--- src/rtl/dcache_miss_ctrl.sv ---
// Miss engine for the write-back dCache: dirty-victim writeback burst, then a
// critical-word-first wrapping refill with early restart and r_last checking.
module dcache_miss_ctrl #(
  parameter  int LINE_WORDS = 8,
  parameter  int ADDR_W     = 32,
  localparam int OFF_W      = $clog2(LINE_WORDS)
) (
  input  logic              clk,
  input  logic              resetn,
  input  logic              miss_req,
  input  logic [ADDR_W-1:0] miss_addr,
  input  logic              victim_dirty,
  input  logic [ADDR_W-1:0] victim_addr,
  input  logic [31:0]       victim_rdata,
  output logic [OFF_W-1:0]  vic_idx,
  output logic              aw_valid,
  input  logic              aw_ready,
  output logic [ADDR_W-1:0] aw_addr,
  output logic              w_valid,
  input  logic              w_ready,
  output logic [31:0]       w_data,
  output logic              w_last,
  input  logic              b_valid,
  output logic              b_ready,
  output logic              ar_valid,
  input  logic              ar_ready,
  output logic [ADDR_W-1:0] ar_addr,
  input  logic              r_valid,
  output logic              r_ready,
  input  logic [31:0]       r_data,
  input  logic              r_last,
  output logic              fill_we,
  output logic [OFF_W-1:0]  fill_idx,
  output logic [31:0]       fill_data,
  output logic              crit_valid,
  output logic [31:0]       crit_data,
  output logic              done,
  output logic              busy,
  output logic              proto_err
);

  typedef enum logic [2:0] {IDLE, WB_AW, WB_W, WB_B, RD_AR, RD_R, DONE} state_e;

  typedef struct packed {
    logic [ADDR_W-3:0] maddr;   // word address of the miss
    logic [ADDR_W-1:0] vaddr;
    logic [OFF_W-1:0]  crit;
  } ctx_t;

  state_e             state_q, state_d;
  logic [OFF_W-1:0]   cnt_q, cnt_d;
  ctx_t               ctx_q, ctx_d;
  logic               perr_q, perr_d;
  logic               last_beat;
  logic               unused_addr_bits;

  assign unused_addr_bits = ^miss_addr[1:0];
  assign last_beat        = (cnt_q == OFF_W'(LINE_WORDS - 1));

  always_ff @(posedge clk or negedge resetn) begin
    if (!resetn) begin
      state_q <= IDLE;
      cnt_q   <= '0;
      ctx_q   <= '0;
      perr_q  <= 1'b0;
    end else begin
      state_q <= state_d;
      cnt_q   <= cnt_d;
      ctx_q   <= ctx_d;
      perr_q  <= perr_d;
    end
  end

  always_comb begin
    state_d = state_q;
    cnt_d   = cnt_q;
    ctx_d   = ctx_q;
    perr_d  = perr_q;
    case (state_q)
      IDLE: if (miss_req) begin
        ctx_d.maddr = miss_addr[ADDR_W-1:2];
        ctx_d.vaddr = victim_addr;
        ctx_d.crit  = miss_addr[OFF_W+1:2];
        state_d     = victim_dirty ? WB_AW : RD_AR;
      end
      WB_AW: if (aw_ready) begin
        cnt_d   = '0;
        state_d = WB_W;
      end
      WB_W: if (w_ready) begin
        cnt_d = cnt_q + 1'b1;
        if (last_beat) state_d = WB_B;
      end
      // refill waits for the writeback response so memory never sees stale data
      WB_B: if (b_valid) state_d = RD_AR;
      RD_AR: if (ar_ready) begin
        cnt_d   = '0;
        state_d = RD_R;
      end
      RD_R: if (r_valid) begin
        cnt_d = cnt_q + 1'b1;
        // the beat count, not r_last, decides completion
        if (r_last != last_beat) perr_d = 1'b1;
        if (last_beat) state_d = DONE;
      end
      DONE:    state_d = IDLE;
      default: state_d = IDLE;
    endcase
  end

  assign aw_addr   = ctx_q.vaddr;
  assign ar_addr   = {ctx_q.maddr, 2'b00};
  assign busy      = (state_q != IDLE);
  assign proto_err = perr_q;

  always_comb begin
    aw_valid   = 1'b0;
    w_valid    = 1'b0;
    w_last     = 1'b0;
    w_data     = '0;
    vic_idx    = '0;
    b_ready    = 1'b0;
    ar_valid   = 1'b0;
    r_ready    = 1'b0;
    fill_we    = 1'b0;
    fill_idx   = '0;
    fill_data  = '0;
    crit_valid = 1'b0;
    crit_data  = '0;
    done       = 1'b0;
    case (state_q)
      WB_AW: aw_valid = 1'b1;
      WB_W: begin
        w_valid = 1'b1;
        vic_idx = cnt_q;
        w_data  = victim_rdata;
        w_last  = last_beat;
      end
      WB_B:  b_ready  = 1'b1;
      RD_AR: ar_valid = 1'b1;
      RD_R: begin
        r_ready  = 1'b1;
        fill_idx = ctx_q.crit + cnt_q;
        if (r_valid) begin
          fill_we   = 1'b1;
          fill_data = r_data;
          if (cnt_q == '0) begin
            crit_valid = 1'b1;
            crit_data  = r_data;
          end
        end
      end
      DONE:    done = 1'b1;
      default: ;
    endcase
  end

endmodule

--- config.mk ---
export PLATFORM = sky130hd
export DESIGN_NAME = dcache_miss_ctrl
export DESIGN_NICKNAME = d
export VERILOG_FILES = /design/src/rtl/dcache_miss_ctrl.sv
export SDC_FILE = /design/constraint.sdc
export NUM_CORES = 1
export LEC_CHECK = 0
export ABC_CLOCK_PERIOD_IN_PS = 1820
export CAP_MARGIN = 5
export CORE_AREA = 2 2 123 125
export DETAILED_ROUTE_END_ITERATION = 12
export DIE_AREA = 0 0 125 127
export PLACE_DENSITY = 0.69
export SLEW_MARGIN = 5
export SYNTH_ARGS = -nofsm -noshare
export SYNTH_HDL_FRONTEND = slang
export SYNTH_SLANG_ARGS = --single-unit
--- constraint.sdc ---
create_clock -name clk -period 1.82 [get_ports clk]
set_input_delay 0.182 -clock clk [delete_from_list [all_inputs] [get_ports clk]]
set_output_delay 0.182 -clock clk [all_outputs]
set_load 0.03 [all_outputs]
# ---- Word-level counts from Yosys, hierarchy flattened
# Index checks and enable logic that the tools add are counted.
dict set report word_totals {
  reg_bits 72
  in_bits 138
  output_inout_bits 177
  wordCells 67
}
dict set report op_classes {
  add_sub_neg 2
  n_eq_ne 16
  mux 35
  reduce_logical 8
}
# op n
set ops {}
lappend ops {{2-to-1 mux 32 bit} 6}
lappend ops {{2-to-1 mux 3 bit} 15}
lappend ops {{case mux 3 bit (6 select lines)} 1}
lappend ops {{inequality test 2 bit (second input constant)} 8}
lappend ops {{equality test 3 bit (second input constant)} 4}
lappend ops {{2-to-1 mux 1 bit} 12}
lappend ops {{case mux 3 bit (4 select lines)} 1}
lappend ops {{AND reduction 8 bit} 1}
lappend ops {{equality test 3 x 2 -> 1 bit (second input constant)} 2}
lappend ops {{logical NOT 3 bit} 2}
lappend ops {{AND reduction 5 bit} 1}
lappend ops {{nonzero test 4 bit} 1}
lappend ops {{adder 3 x 1 -> 3 bit (second input constant)} 1}
lappend ops {{adder 3 bit} 1}
lappend ops {{equality test 3 x 1 -> 1 bit (second input constant)} 1}
lappend ops {{AND reduction 3 bit} 1}
lappend ops {{nonzero test 3 bit} 1}
lappend ops {{AND reduction 2 bit} 1}
lappend ops {{inequality test 1 bit} 1}

# ---- Logic depth before layout (Yosys ltp)
dict set report logic_depth {
  depth_word 4
  ltp_mapped 6
  ltp_nobuf 6
}

# ---- Worst setup path before layout
# Ideal clock, no wire load.
dict set report synth_path {
  kind {flip-flop to output port}
  from {register ar_addr[2] (netlist name)}
  to {output fill_idx[2]}
  arrival_ps 1785
  required_time_ps 1638
  setup_slack_ps -147
  path_stages_with_launch 7
  path_buffers 0
  cell_sequence {dfrtp_1 ha_1 inv_1 fa_1 xnor2_1 xnor2_1 nor2_1}
}
# element line
set synth_rtl {}
lappend synth_rtl {{end: declaration} 33} ;# output logic [OFF_W-1:0] fill_idx,

# ---- Worst setup path after layout
dict set report layout_path {
  from {register state_q[1]}
  to {output crit_data[10]}
}
dict set report layout_between {
  elab_chain_cells 2
}
# element line
set layout_rtl {}
lappend layout_rtl {{start: declaration} 50} ;# state_e state_q, state_d;
lappend layout_rtl {{start signal: assignment} 67} ;# state_q <= state_d;
lappend layout_rtl {{equality test 3 bit} 131} ;# case (state_q)
lappend layout_rtl {{2-to-1 mux 32 bit} 131}
lappend layout_rtl {{end: declaration} 36} ;# output logic [31:0] crit_data,
# No other way between the ends.

==> summary.txt <==
Route
  – Post-detailed-route wirelength per cell: ~20 um
  – Total via count in the routed design: 3918
  – Routed Wire Length: about 17000 um
  – DRC violation count after routing: 0
  – Vias per std cell: 4.535
  – 1st-iter DRT viols: 98
  – Detailed-routing iteration count for the pre-antenna-repair pass: 4
  – Number of nets with antenna violations after detailed routing: 0

Synth
  – Fraction of synthesis flops using an asynchronous set or reset pin: 100.0%
  – Cell taking the most area after synthesis: sky130_fd_sc_hd__dfrtp_1
  – Most area-consuming cells after synthesis: sky130_fd_sc_hd__dfrtp_1, sky130_fd_sc_hd__mux2_2, sky130_fd_sc_hd__and2_1
  – Primary flip-flop cell chosen by synthesis mapping: sky130_fd_sc_hd__dfrtp_1
  – Sequential area share after synthesis: a little under half
  – Share of the synthesized area in the top cell type: 47.00%
  – Syn Inst Count: about 320
  – Combined area of all synthesized cells: 3674 um^2
  – Number of synthesized register bits: 69
  – Number of unique standard cell types used by synthesis: 41
  – Syn avg cell area: ~12 um^2
  – YS warnings: 0
  – Number of flops mapped to enable cells by yosys: 0

STA
  – Final Hold Vio Count: 0
  – Number of failing setup endpoints in the final timing report: 136
  – Minimum clock period after layout: 2.007 ns
  – Relative max-transition margin: 62.26%
  – Total count of max-transition violations in the final report: 0
  – Share of the clock period used by the worst path: 110.3%
  – Unrepaired setup endpoints after global routing: true
  – Final WS setup: -0.1867 ns
  – Highest attainable clock frequency: around 500 MHz
  – Measured slew at the worst slew-check pin: 0.5661 ns
  – Total negative slack: -9.210 ns
  – Clock skew after layout: 0.009045 ns

Pwr
  – Clk network pwr share: 12.0%
  – Power share of the sequential group: 20.5%
  – Static Leakage: just under 4 nW
  – Net switching power: ~0.0056 W
  – Switching share of total power: 41.08%
  – Total power density per cell area: ~1600 nW/um^2
  – Int Pwr: 0.008049 W
  – Worst-case vdd ir drop: 1116 uV
  – Combinational share of power: 67.5%

Floorplanning
  – Row count: 44
  – Io pins: 315
  – Core Region: around 14000 um^2
  – Die span in y: 127 um
  – Die footprint: 15880 um^2
  – Starting density of the core: between 20% and 30%
  – Die outline width: 125 um

Place
  – Placer congestion estimate: 0.8447
  – IO buf count: just over 300
  – Area post-placement: 6810 um^2
  – Half-perimeter wire length of the detailed placement result: 10630 um

Clock network
  – Number of buffers added by the clock tree synthesis step: 9
  – Number of sinks handled by clock tree synthesis: 69
  – Clk Latency, worst-skew pair: 0.33 ns
  – Clk Tree Root Cell: sky130_fd_sc_hd__clkbuf_16
  – Clock-pin slew on the worst setup and hold paths: 0.07 ns
  – Level count of the clock H-tree: 3
  – CTS tree: yes
  – Maximum number of buffers from clock root to sink: 2

GRT
  – Maximum number of pins on one net before global-route repair: 44
  – Wire length of the first global-routing pass: roughly 23000 um
  – Global-route total usage across every layer: 18.45%
  – Vias in the first global route: 4249
  – Number of antenna violations at the first check in global routing: 0
  – Global-route congestion overflow total: 0

Final layout
  – Proportion of layout cells with a drive suffix above 1: 51.91%
  – Leading cell type in the layout, fill and taps excluded: sky130_fd_sc_hd__clkdlybuf4s50_1
  – Finished Core Util: 59.58%
  – Final #Nets: roughly 800
  – P&R area growth vs syn: 133.9%
  – Most used cells in the layout excluding fill and tap cells: sky130_fd_sc_hd__clkdlybuf4s50_1, sky130_fd_sc_hd__buf_6, sky130_fd_sc_hd__dfrtp_1
  – Area of all placed cells without fillers: between 8000 and 9000 um^2
  – Antenna cell count: 0

Setup path
  – Type of element capturing the critical path: output pin
  – Startpoint-to-endpoint class of the critical path: reg -> out
  – Worst setup SP type: flip-flop
  – Crit path arrival time: 1.82 ns
  – Number of buffer and inverter instances along the worst setup path: 2
  – Critical-path cell with the highest stage delay: sky130_fd_sc_hd__dfrtp_1
  – Maximum single-stage delay on the critical path: 0.41 ns
  – Series of cell instances along the critical path: nand3b_1 > inv_2 > and2_4 > and3_4 > and2_4 > buf_6
  – Maximum fanout encountered on the critical timing path: 8
  – Largest delay contributor family on the critical path: simple AND/OR/NAND/NOR gates
  – Worst Path Required: 1.64 ns
  – Cell seen most often among critical-path stages: sky130_fd_sc_hd__and2_4

Run
  – Max-cap check violation count: 0

Min path
  – HP Class: in -> async

Status
  – Violations in the final reports: setup timing
  – Outcome: finished, violations left
-- registers in the layout (all words and copies together) (netlist names) --
| name | cells |
|---|---|
| proto_err | 1 |
| cnt_q | 3 |
| state_q | 3 |
| ar_addr | 30 |
| aw_addr | 32 |
-- area by class of cell --
class	instances	area [um^2]
Inverter	8	37.54
Fill cell	1138	5831
Clock inverter	7	56.30
Tap cell	184	230.2
Sequential cell	69	1727
Multi-Input combinational cell	221	2321
Timing Repair Buffer	366	3996
Clock buffer	9	225.2
-- kinds of logic after synthesis --
family	Yosys count	synth area share (%)
simple gates	130	22.31
mux	68	20.67
flops	69	47.00
xor+xnor	3	0.7154
other cells	1	0.1021
compound gates	9	2.044
buf+inv	32	5.245
fa+ha+maj	5	1.907
-- timing repair --
action,CTS,global route
resized for setup,147,140
setup buffers,16,11
hold buffers,1,0
pin swaps,43,34
setup endpoints to repair,108,166
endpoints found under the hold margin,20,0
gates cloned,8,13
-- cell usage after synthesis, types with 2 or more instances --
cell type,number
sky130_fd_sc_hd__clkbuf_2,2
sky130_fd_sc_hd__buf_6,6
sky130_fd_sc_hd__and2_1,67
sky130_fd_sc_hd__xnor2_1,2
sky130_fd_sc_hd__dfrtp_1,69
sky130_fd_sc_hd__nor4bb_1,2
sky130_fd_sc_hd__ha_1,4
sky130_fd_sc_hd__nand2_1,7
sky130_fd_sc_hd__mux2i_1,5
sky130_fd_sc_hd__nor2b_1,3
sky130_fd_sc_hd__nor2_1,8
sky130_fd_sc_hd__and3_1,32
sky130_fd_sc_hd__mux2_2,58
sky130_fd_sc_hd__mux2_1,5
sky130_fd_sc_hd__inv_1,7
sky130_fd_sc_hd__clkbuf_1,6
sky130_fd_sc_hd__buf_2,5
sky130_fd_sc_hd__buf_4,5
sky130_fd_sc_hd__o21ai_0,2
-- metal layers --
layer,GRT usage (%),vias up,routed length [um]
li1,-,1797,-
met1,19.71,1891,6715
met2,33.57,208,8518
met3,7.119,22,1347
met4,6.013,0,312
met5,0,-,0
-- power groups by stage --
stage | clock, W | combinational (W) | sequential, W
2_1_floorplan | 0 | 0.00272 | 0.00416
3_3_place_gp | 0 | 0.00702 | 0.00275
3_5_place_dp | 0 | 0.00710 | 0.00279
4_1_cts | 0.00169 | 0.00789 | 0.00277
5_1_grt | 0.00177 | 0.00965 | 0.00290
6_report | 0.00164 | 0.00922 | 0.00280
-- metrics by stage --
| stage | instances | hold slack (ns) | total power [W] | setup slack (ns) |
|---|---|---|---|---|
| after floorplan | 318 | -0.1136 | 0.006876 | -0.02482 |
| after global placement | 804 | 0.2011 | 0.009772 | 0.08169 |
| after detailed placement | 804 | 0.2110 | 0.009885 | 0.01840 |
| after CTS | 843 | 0.3831 | 0.01234 | -0.2056 |
| after global routing | 864 | 0.4350 | 0.01432 | -0.2543 |
| final | 864 | 0.3812 | 0.01366 | -0.1867 |
-- path summary, 6_finish.rpt --
| check | slack [ns] | cells past startpoint | startpoint | endpoint |
|---|---|---|---|---|
| worst min register to register | 0.47 | 1 | proto_err$_DFFE_PN0P_ | proto_err$_DFFE_PN0P_ |
| worst max register to register | -0.10 | 7 | state_q[2]$_DFFE_PN0P_ | aw_addr[19]$_DFFE_PN0P_ |
| worst max-delay path | -0.19 | 6 | state_q[1]$_DFFE_PN0P_ | crit_data[10] |
| min in group clk | 0.41 | 3 | miss_addr[3] | ar_addr[3]$_DFFE_PN0P_ |
| max in group asynchronous | 0.79 | 3 | resetn | ar_addr[2]$_DFFE_PN0P_ |
| worst min-delay path | 0.38 | 2 | resetn | ar_addr[21]$_DFFE_PN0P_ |
-- worst reg2reg max path: cells and delay by family, from the launching register on --
family,cells,cell delay [ns]
muxes,1,0.30
buffers and inverters,4,0.53
and+or+nand+nor,2,0.56
DFF,1,0.42
No activity file was read; power rests on OpenSTA's default activity.
